**src/rtl/regfile_wb_arbiter.sv**
```systemverilog
// ============================================================================
// Module      : regfile_wb_arbiter
// Description : Write-back arbiter, registered write stage and pending-bit
//               scoreboard for the register table. Define REGFILE_ARB_RR_EN
//               for round-robin grant; the default is fixed priority (0 first).
// Revision    : 1.0 - initial release
// ============================================================================
`default_nettype none

module regfile_wb_arbiter #(
    parameter int NUM_REQ = 3,
    parameter int ADDR_W  = 5,
    parameter int DATA_W  = 32
) (
    input  logic                        clk,
    input  logic                        reset,
    input  logic [NUM_REQ-1:0]          req_valid,
    input  logic [NUM_REQ*ADDR_W-1:0]   req_reg,
    input  logic [NUM_REQ*DATA_W-1:0]   req_data,
    output logic [NUM_REQ-1:0]          req_ready,
    input  logic                        rsv_valid,
    input  logic [ADDR_W-1:0]           rsv_reg,
    output logic                        rsv_ready,
    input  logic [ADDR_W-1:0]           rs_a,
    input  logic [ADDR_W-1:0]           rs_b,
    output logic                        haz_a,
    output logic                        haz_b,
    output logic                        write_register_d,
    output logic [ADDR_W-1:0]           register_d,
    output logic [DATA_W-1:0]           data_register_d_in,
    output logic [(2**ADDR_W)-1:0]      busy_vec
);

    localparam int NUM_REGS = 2 ** ADDR_W;

    logic [NUM_REQ-1:0]  w_grant;
    logic                w_any_grant;
    logic [ADDR_W-1:0]   w_sel_reg;
    logic [DATA_W-1:0]   w_sel_data;
    logic [NUM_REGS-1:0] w_busy_next;
    logic [NUM_REGS-1:0] r_busy;

`ifdef REGFILE_ARB_RR_EN
    localparam int PTR_W = (NUM_REQ > 1) ? $clog2(NUM_REQ) : 1;

    // r_ptr holds the index where the next search starts (last grantee + 1),
    // so out of reset requester 0 is searched first.
    logic [PTR_W-1:0] r_ptr;
    logic [PTR_W-1:0] w_gidx;

    always_comb begin
        w_grant     = '0;
        w_any_grant = 1'b0;
        w_gidx      = '0;
        for (int k = 0; k < NUM_REQ; k++) begin
            int idx;
            idx = (int'(r_ptr) + k) % NUM_REQ;
            if (!w_any_grant && req_valid[idx]) begin
                w_grant[idx] = 1'b1;
                w_gidx       = idx[PTR_W-1:0];
                w_any_grant  = 1'b1;
            end
        end
    end

    always_ff @(posedge clk or posedge reset) begin
        if (reset) begin
            r_ptr <= '0;
        end else if (w_any_grant) begin
            r_ptr <= (int'(w_gidx) == NUM_REQ - 1) ? '0 : w_gidx + 1'b1;
        end
    end
`else
    always_comb begin
        w_grant     = '0;
        w_any_grant = 1'b0;
        for (int i = 0; i < NUM_REQ; i++) begin
            if (!w_any_grant && req_valid[i]) begin
                w_grant[i]  = 1'b1;
                w_any_grant = 1'b1;
            end
        end
    end
`endif

    // One-hot grant makes an OR-mux sufficient.
    always_comb begin
        w_sel_reg  = '0;
        w_sel_data = '0;
        for (int i = 0; i < NUM_REQ; i++) begin
            if (w_grant[i]) begin
                w_sel_reg  = w_sel_reg  | req_reg[i*ADDR_W +: ADDR_W];
                w_sel_data = w_sel_data | req_data[i*DATA_W +: DATA_W];
            end
        end
    end

    assign req_ready = w_grant;

    always_ff @(posedge clk or posedge reset) begin
        if (reset) begin
            write_register_d   <= 1'b0;
            register_d         <= '0;
            data_register_d_in <= '0;
        end else begin
            write_register_d <= w_any_grant;
            if (w_any_grant) begin
                register_d         <= w_sel_reg;
                data_register_d_in <= w_sel_data;
            end
        end
    end

    assign rsv_ready = ~r_busy[rsv_reg];
    assign haz_a     = r_busy[rs_a];
    assign haz_b     = r_busy[rs_b];
    assign busy_vec  = r_busy;

    // Set cannot hit the register being cleared: rsv_ready is low while busy.
    always_comb begin
        w_busy_next = r_busy;
        if (write_register_d) begin
            w_busy_next[register_d] = 1'b0;
        end
        if (rsv_valid && rsv_ready) begin
            w_busy_next[rsv_reg] = 1'b1;
        end
    end

    always_ff @(posedge clk or posedge reset) begin
        if (reset) begin
            r_busy <= '0;
        end else begin
            r_busy <= w_busy_next;
        end
    end

endmodule

`default_nettype wire

```
**config.mk**
```make
export PLATFORM = sky130hd
export DESIGN_NAME = regfile_wb_arbiter
export DESIGN_NICKNAME = d
export VERILOG_FILES = /design/src/rtl/regfile_wb_arbiter.sv
export SDC_FILE = /design/constraint.sdc
export NUM_CORES = 1
export LEC_CHECK = 0
export ABC_CLOCK_PERIOD_IN_PS = 3290
export BUFFER_PORTS_ARGS = -buffer_cell sky130_fd_sc_hd__buf_2
export CORE_MARGIN = 2
export CORE_UTILIZATION = 40
export CTS_CLUSTER_SIZE = 25
export DETAILED_ROUTE_END_ITERATION = 10
export PLACE_DENSITY_LB_ADDON = 0.3
export SYNTH_ARGS = -nofsm -noshare
export SYNTH_HDL_FRONTEND = slang
export SYNTH_SLANG_ARGS = --single-unit
```
**constraint.sdc**
```tcl
create_clock -name clk -period 3.29 [get_ports clk]
set_input_delay 0.658 -clock clk [delete_from_list [all_inputs] [get_ports clk]]
set_output_delay 0.658 -clock clk [all_outputs]
set_load 0.05 [all_outputs]
```
==> Word-level counts from Yosys, hierarchy flattened <==
Index checks and enable logic that the tools add are counted.
{ "word_totals": {"out_inout_bits": 76, "reg_bits": 70} }
{ "classes": {"n_mux": 23, "reduce_logical": 7, "n_lt_le_gt_ge": 6, "bitwise_logic": 8} }
{ "op_table": {"columns": ["operator", "n"], "rows": [
  ["two-way mux 32 bit", 5],
  ["bitwise OR 32 bit", 3],
  ["AND 32 bit", 1],
  ["inverter 32 bit", 1],
  ["less-than comparator 5 x 6 -> 1 bit, second input constant", 4],
  ["binary-select mux 1 bit (select 5 bit)", 3],
  ["two-way mux 5 bit", 3],
  ["demux 1 bit (select 5 bit)", 2],
  ["greater-or-equal comparator 5 x 1 -> 1 bit, second input constant", 2],
  ["two-way mux 1 bit", 10],
  ["bitwise OR 5 bit", 2],
  ["logical AND 1 bit", 5],
  ["zero test 1 bit", 2],
  ["inverter 1 bit", 1]
]} }

==> Depth between registers and ports, before layout <==
{ "logic_depth": {"ltp_word": 9, "mapped_depth": 6, "mapped_depth_nobuf": 4} }

==> Worst setup path after synthesis <==
No wires, ideal clock.
{ "synth_path": {"path_type": "input -> output", "start": "input port req_valid[2]", "end": "output port req_ready[2]", "stages": 3, "t_arrival_ns": 2.391, "n_path_buf": 2, "setup_slack_ns": 0.241, "required_ns": 2.632, "cell_sequence": "clkbuf_1 clkbuf_1 nor3b_1"} }
{ "synth_between": {"elab_chain_cells": 2} }
{ "synth_rtl": {"columns": ["item", "line_no", "rtl"], "rows": [
  ["start, declared", "17", "input logic [NUM_REQ-1:0] req_valid,"],
  ["logical AND 1 bit", "78", "if (!w_any_grant && req_valid[i]) begin"],
  ["two-way mux 1 bit", "78", null],
  ["end, declared", "20", "output logic [NUM_REQ-1:0] req_ready,"]
]} }
No other way between the ends.

==> Worst setup path in the final report <==
{ "layout_path": {"start": "input port rs_a[0]", "end": "output port haz_a"} }
{ "layout_between": {"elab_chain_cells": 2} }
{ "layout_rtl": {"columns": ["item", "line_no", "rtl"], "rows": [
  ["start, declared", "24", "input logic [ADDR_W-1:0] rs_a,"],
  ["binary-select mux 1 bit (select 5 bit)", "115", "assign haz_a = r_busy[rs_a];"],
  ["two-way mux 1 bit (not written as such)", "115", null],
  ["end, declared", "26", "output logic haz_a,"]
]} }
No other way between the ends. The select of a mux whose other input is x is not followed.

==> impl_metrics.tcl <==
set metrics [dict create \
    drive_gt1_share_pct 43.0 \
    ys_types 28 \
    fillers 981 \
    utilization_pct 54.0 \
    slowest_stage "mux4_2" \
    final_area_um2 5600 \
    avgRoutedWirePerCell_um 18.7 \
    fp.dieW_um 108 \
    antenna_found_initial 1 \
    crit_fanout 8 \
    drc 0 \
    cts-resized-gates 0 \
    rsz0062_at_grt "no" \
    slew_viol_final 0 \
    worst_setup_path_end_kind "output port" \
    worst_slack_ns 0.225 \
    finalHoldViolCount 0 \
    io_buffers 207 \
    synth_area_um2 4310 \
    p_leak_nw 2.63 \
    grt.overflow.total 0 \
    place_area_um2 5410 \
    crit_buf_inv 2 \
    timing.final.crit_share_pct 93.1 \
    max_cap_violations 0 \
    relSlewSlack_pct 52.7 \
    row_count 37 \
    h-tree-depth 3 \
    holdWs_ns 0.420 \
    layout_common_cells "buf_2 (207), a21oi_1 (111), dfrtp_1 (70)" \
    io_pins 208 \
    clock-sinks 70 \
    powerDensity_nw_per_um2 739 \
    cp-start-kind "input port" \
    yosysWarnings 0 \
    grt_first_pass_wirelength_mm 23.0 \
    ys_ff_latch 70 \
    cts_buffer_depth 2 \
    drtIter0Drc 296 \
    grt_use_total_pct 25.7 \
    worstPathRequired_ns 2.63 \
    synth_nets 590 \
    cp_cell_sequence "buf_2 -> mux4_2 -> mux4_2 -> mux2_2 -> buf_2" \
    dieArea_um2 11600 \
    fp.coreArea_um2 10400 \
    pre_cts_ws_ns 0.209 \
    via_per_inst 5.76 \
    layout_commonest_cell "buf_2" \
    die-height_um 108 \
    critPathTopFamily "multiplexers" \
    finalSetupViolCount 0 \
    drt_first_pass_iters 7 \
    clock_latency_ns 0.35 \
    via_count 4527 \
    syn2layout_area_growth_pct 30.0 \
    nNetsFinal 776 \
    syn_area_per_cell_um2 9.40 \
    grt_max_degree 51 \
    max-vdd-ir-drop_v 0.000518 \
    initial_utilization_pct 41.5 \
    critPathArrivalTime_ns 2.41 \
    cts_setup_buffers 0 \
    fin_crit_ns 3.06 \
    hold_class "input port to asynchronous set/reset pin" \
    postCtsHoldBufs 0 \
    timing.fmax_mhz 326 \
    tritoncts "done" \
    cts-root-buf "clkbuf_8" \
    outcome "completed" \
    detail-route-antenna-nets 0 \
    dp_hpwl_mm 11.0 \
    tightest_slew_ns 0.709 \
    cts_buffers 9 \
    clock_skew_ns 0.0139 \
    gp_congestion 0.912 \
    ys_seq_area_share_pct 40.7 \
    wl_mm 14.7 \
    syn_inst 458 \
    max_stage_delay_ns 0.53 \
    setup_tns_ns 0 \
    grt_pass1_vias 4466 \
    clk_pin_slew_ns 0.08 \
    crit_type "input port to output port" \
]
==> routing by layer <==
layer | global-route usage, % | part of all wire, %
met1 | 31.9 | 38
met2 | 42.0 | 48
met3 | 5.93 | 10
met4 | 13.0 | 3.9
met5 | 0 | 0
==> metrics by stage <==
| step | total power [mW] | std cells |
|---|---|---|
| finish | 4.14 | 786 |
| global route | 4.31 | 786 |
| CTS | 4.13 | 785 |
| detailed placement | 3.48 | 769 |
| global placement | 3.43 | 769 |
| floorplan | 2.87 | 458 |
==> logic make-up (layout without fill, tap and decap cells) <==
logic type,Yosys count,in the layout,synth area share (%)
buffers and inverters,80,271,7.82
multiplexers,30,30,15.8
flip-flops,70,70,40.7
AO/OA/AOI/OAI,216,216,28.1
AND/OR/NAND/NOR,62,62,7.67
other,0,1,0
==> synthesized netlist by cell type (all sizes together) <==
| cell | n | share of area, % |
|---|---|---|
| nand3b | 5 | 0.87 |
| and3 | 2 | 0.29 |
| inv | 40 | 3.5 |
| buf | 15 | 2.1 |
| nand3 | 2 | 0.23 |
| or3 | 2 | 0.29 |
| mux4 | 28 | 15 |
| o21ai | 64 | 9.1 |
| nand4 | 1 | 0.29 |
| or3b | 3 | 0.61 |
| a22oi | 4 | 0.70 |
| o22ai | 37 | 5.4 |
| nor2 | 2 | 0.17 |
| and3b | 4 | 0.81 |
| nor2b | 1 | 0.15 |
| nor3b | 5 | 0.87 |
| mux2 | 2 | 0.52 |
| a21oi | 111 | 13 |
| clkbuf | 25 | 2.2 |
| nor3 | 1 | 0.12 |
| dfrtp | 70 | 41 |
| nand2 | 34 | 3.0 |
==> worst reg2reg max path, stage by stage, from the launching register on <==
cell	delay (ns)
dfrtp_1	0.48
mux4_1	0.54
a22oi_1	0.22
nand4_2	0.15
buf_4	0.30
o21ai_0	0.26
==> layout make-up <==
class / count / area (um^2) / area share [%]
clock inverters: 5 / 33.8 / 0.603
clock buffers: 11 / 151 / 2.70
repair buffers: 215 / 1120 / 20.0
diodes: 1 / 2.50 / 0.0447
flip-flops and latches: 70 / 1750 / 31.3
well taps: 136 / 170 / 3.04
inverters: 40 / 150 / 2.68
multi-input cells: 308 / 2220 / 39.6
==> sequential cells by signal (all words and copies together), names as in the netlist <==
signal              cells
busy_vec               32
data_register_d_in     32
register_d              5
write_register_d        1
==> where the power goes <==
part	internal, mW	total, mW	switching [mW]
combinational	0.653	2.03	1.38
clock	0.314	0.653	0.340
sequential	1.08	1.45	0.370
total	2.05	4.14	2.09
==> worst paths after layout <==
path,cells after the start,from,slack (ns),to
min in group clk,2,data_register_d_in[26],0.55,data_register_d_in[26]
worst max register to register,5,busy_vec[5],1.26,busy_vec[1]
max in group asynchronous,3,reset,2.21,data_register_d_in[29]
worst max-delay path,5,rs_a[0],0.23,haz_a
worst min register to register,2,data_register_d_in[26],0.55,data_register_d_in[26]
worst min-delay path,2,reset,0.42,data_register_d_in[3]
Power figures use the tool's default switching activity.
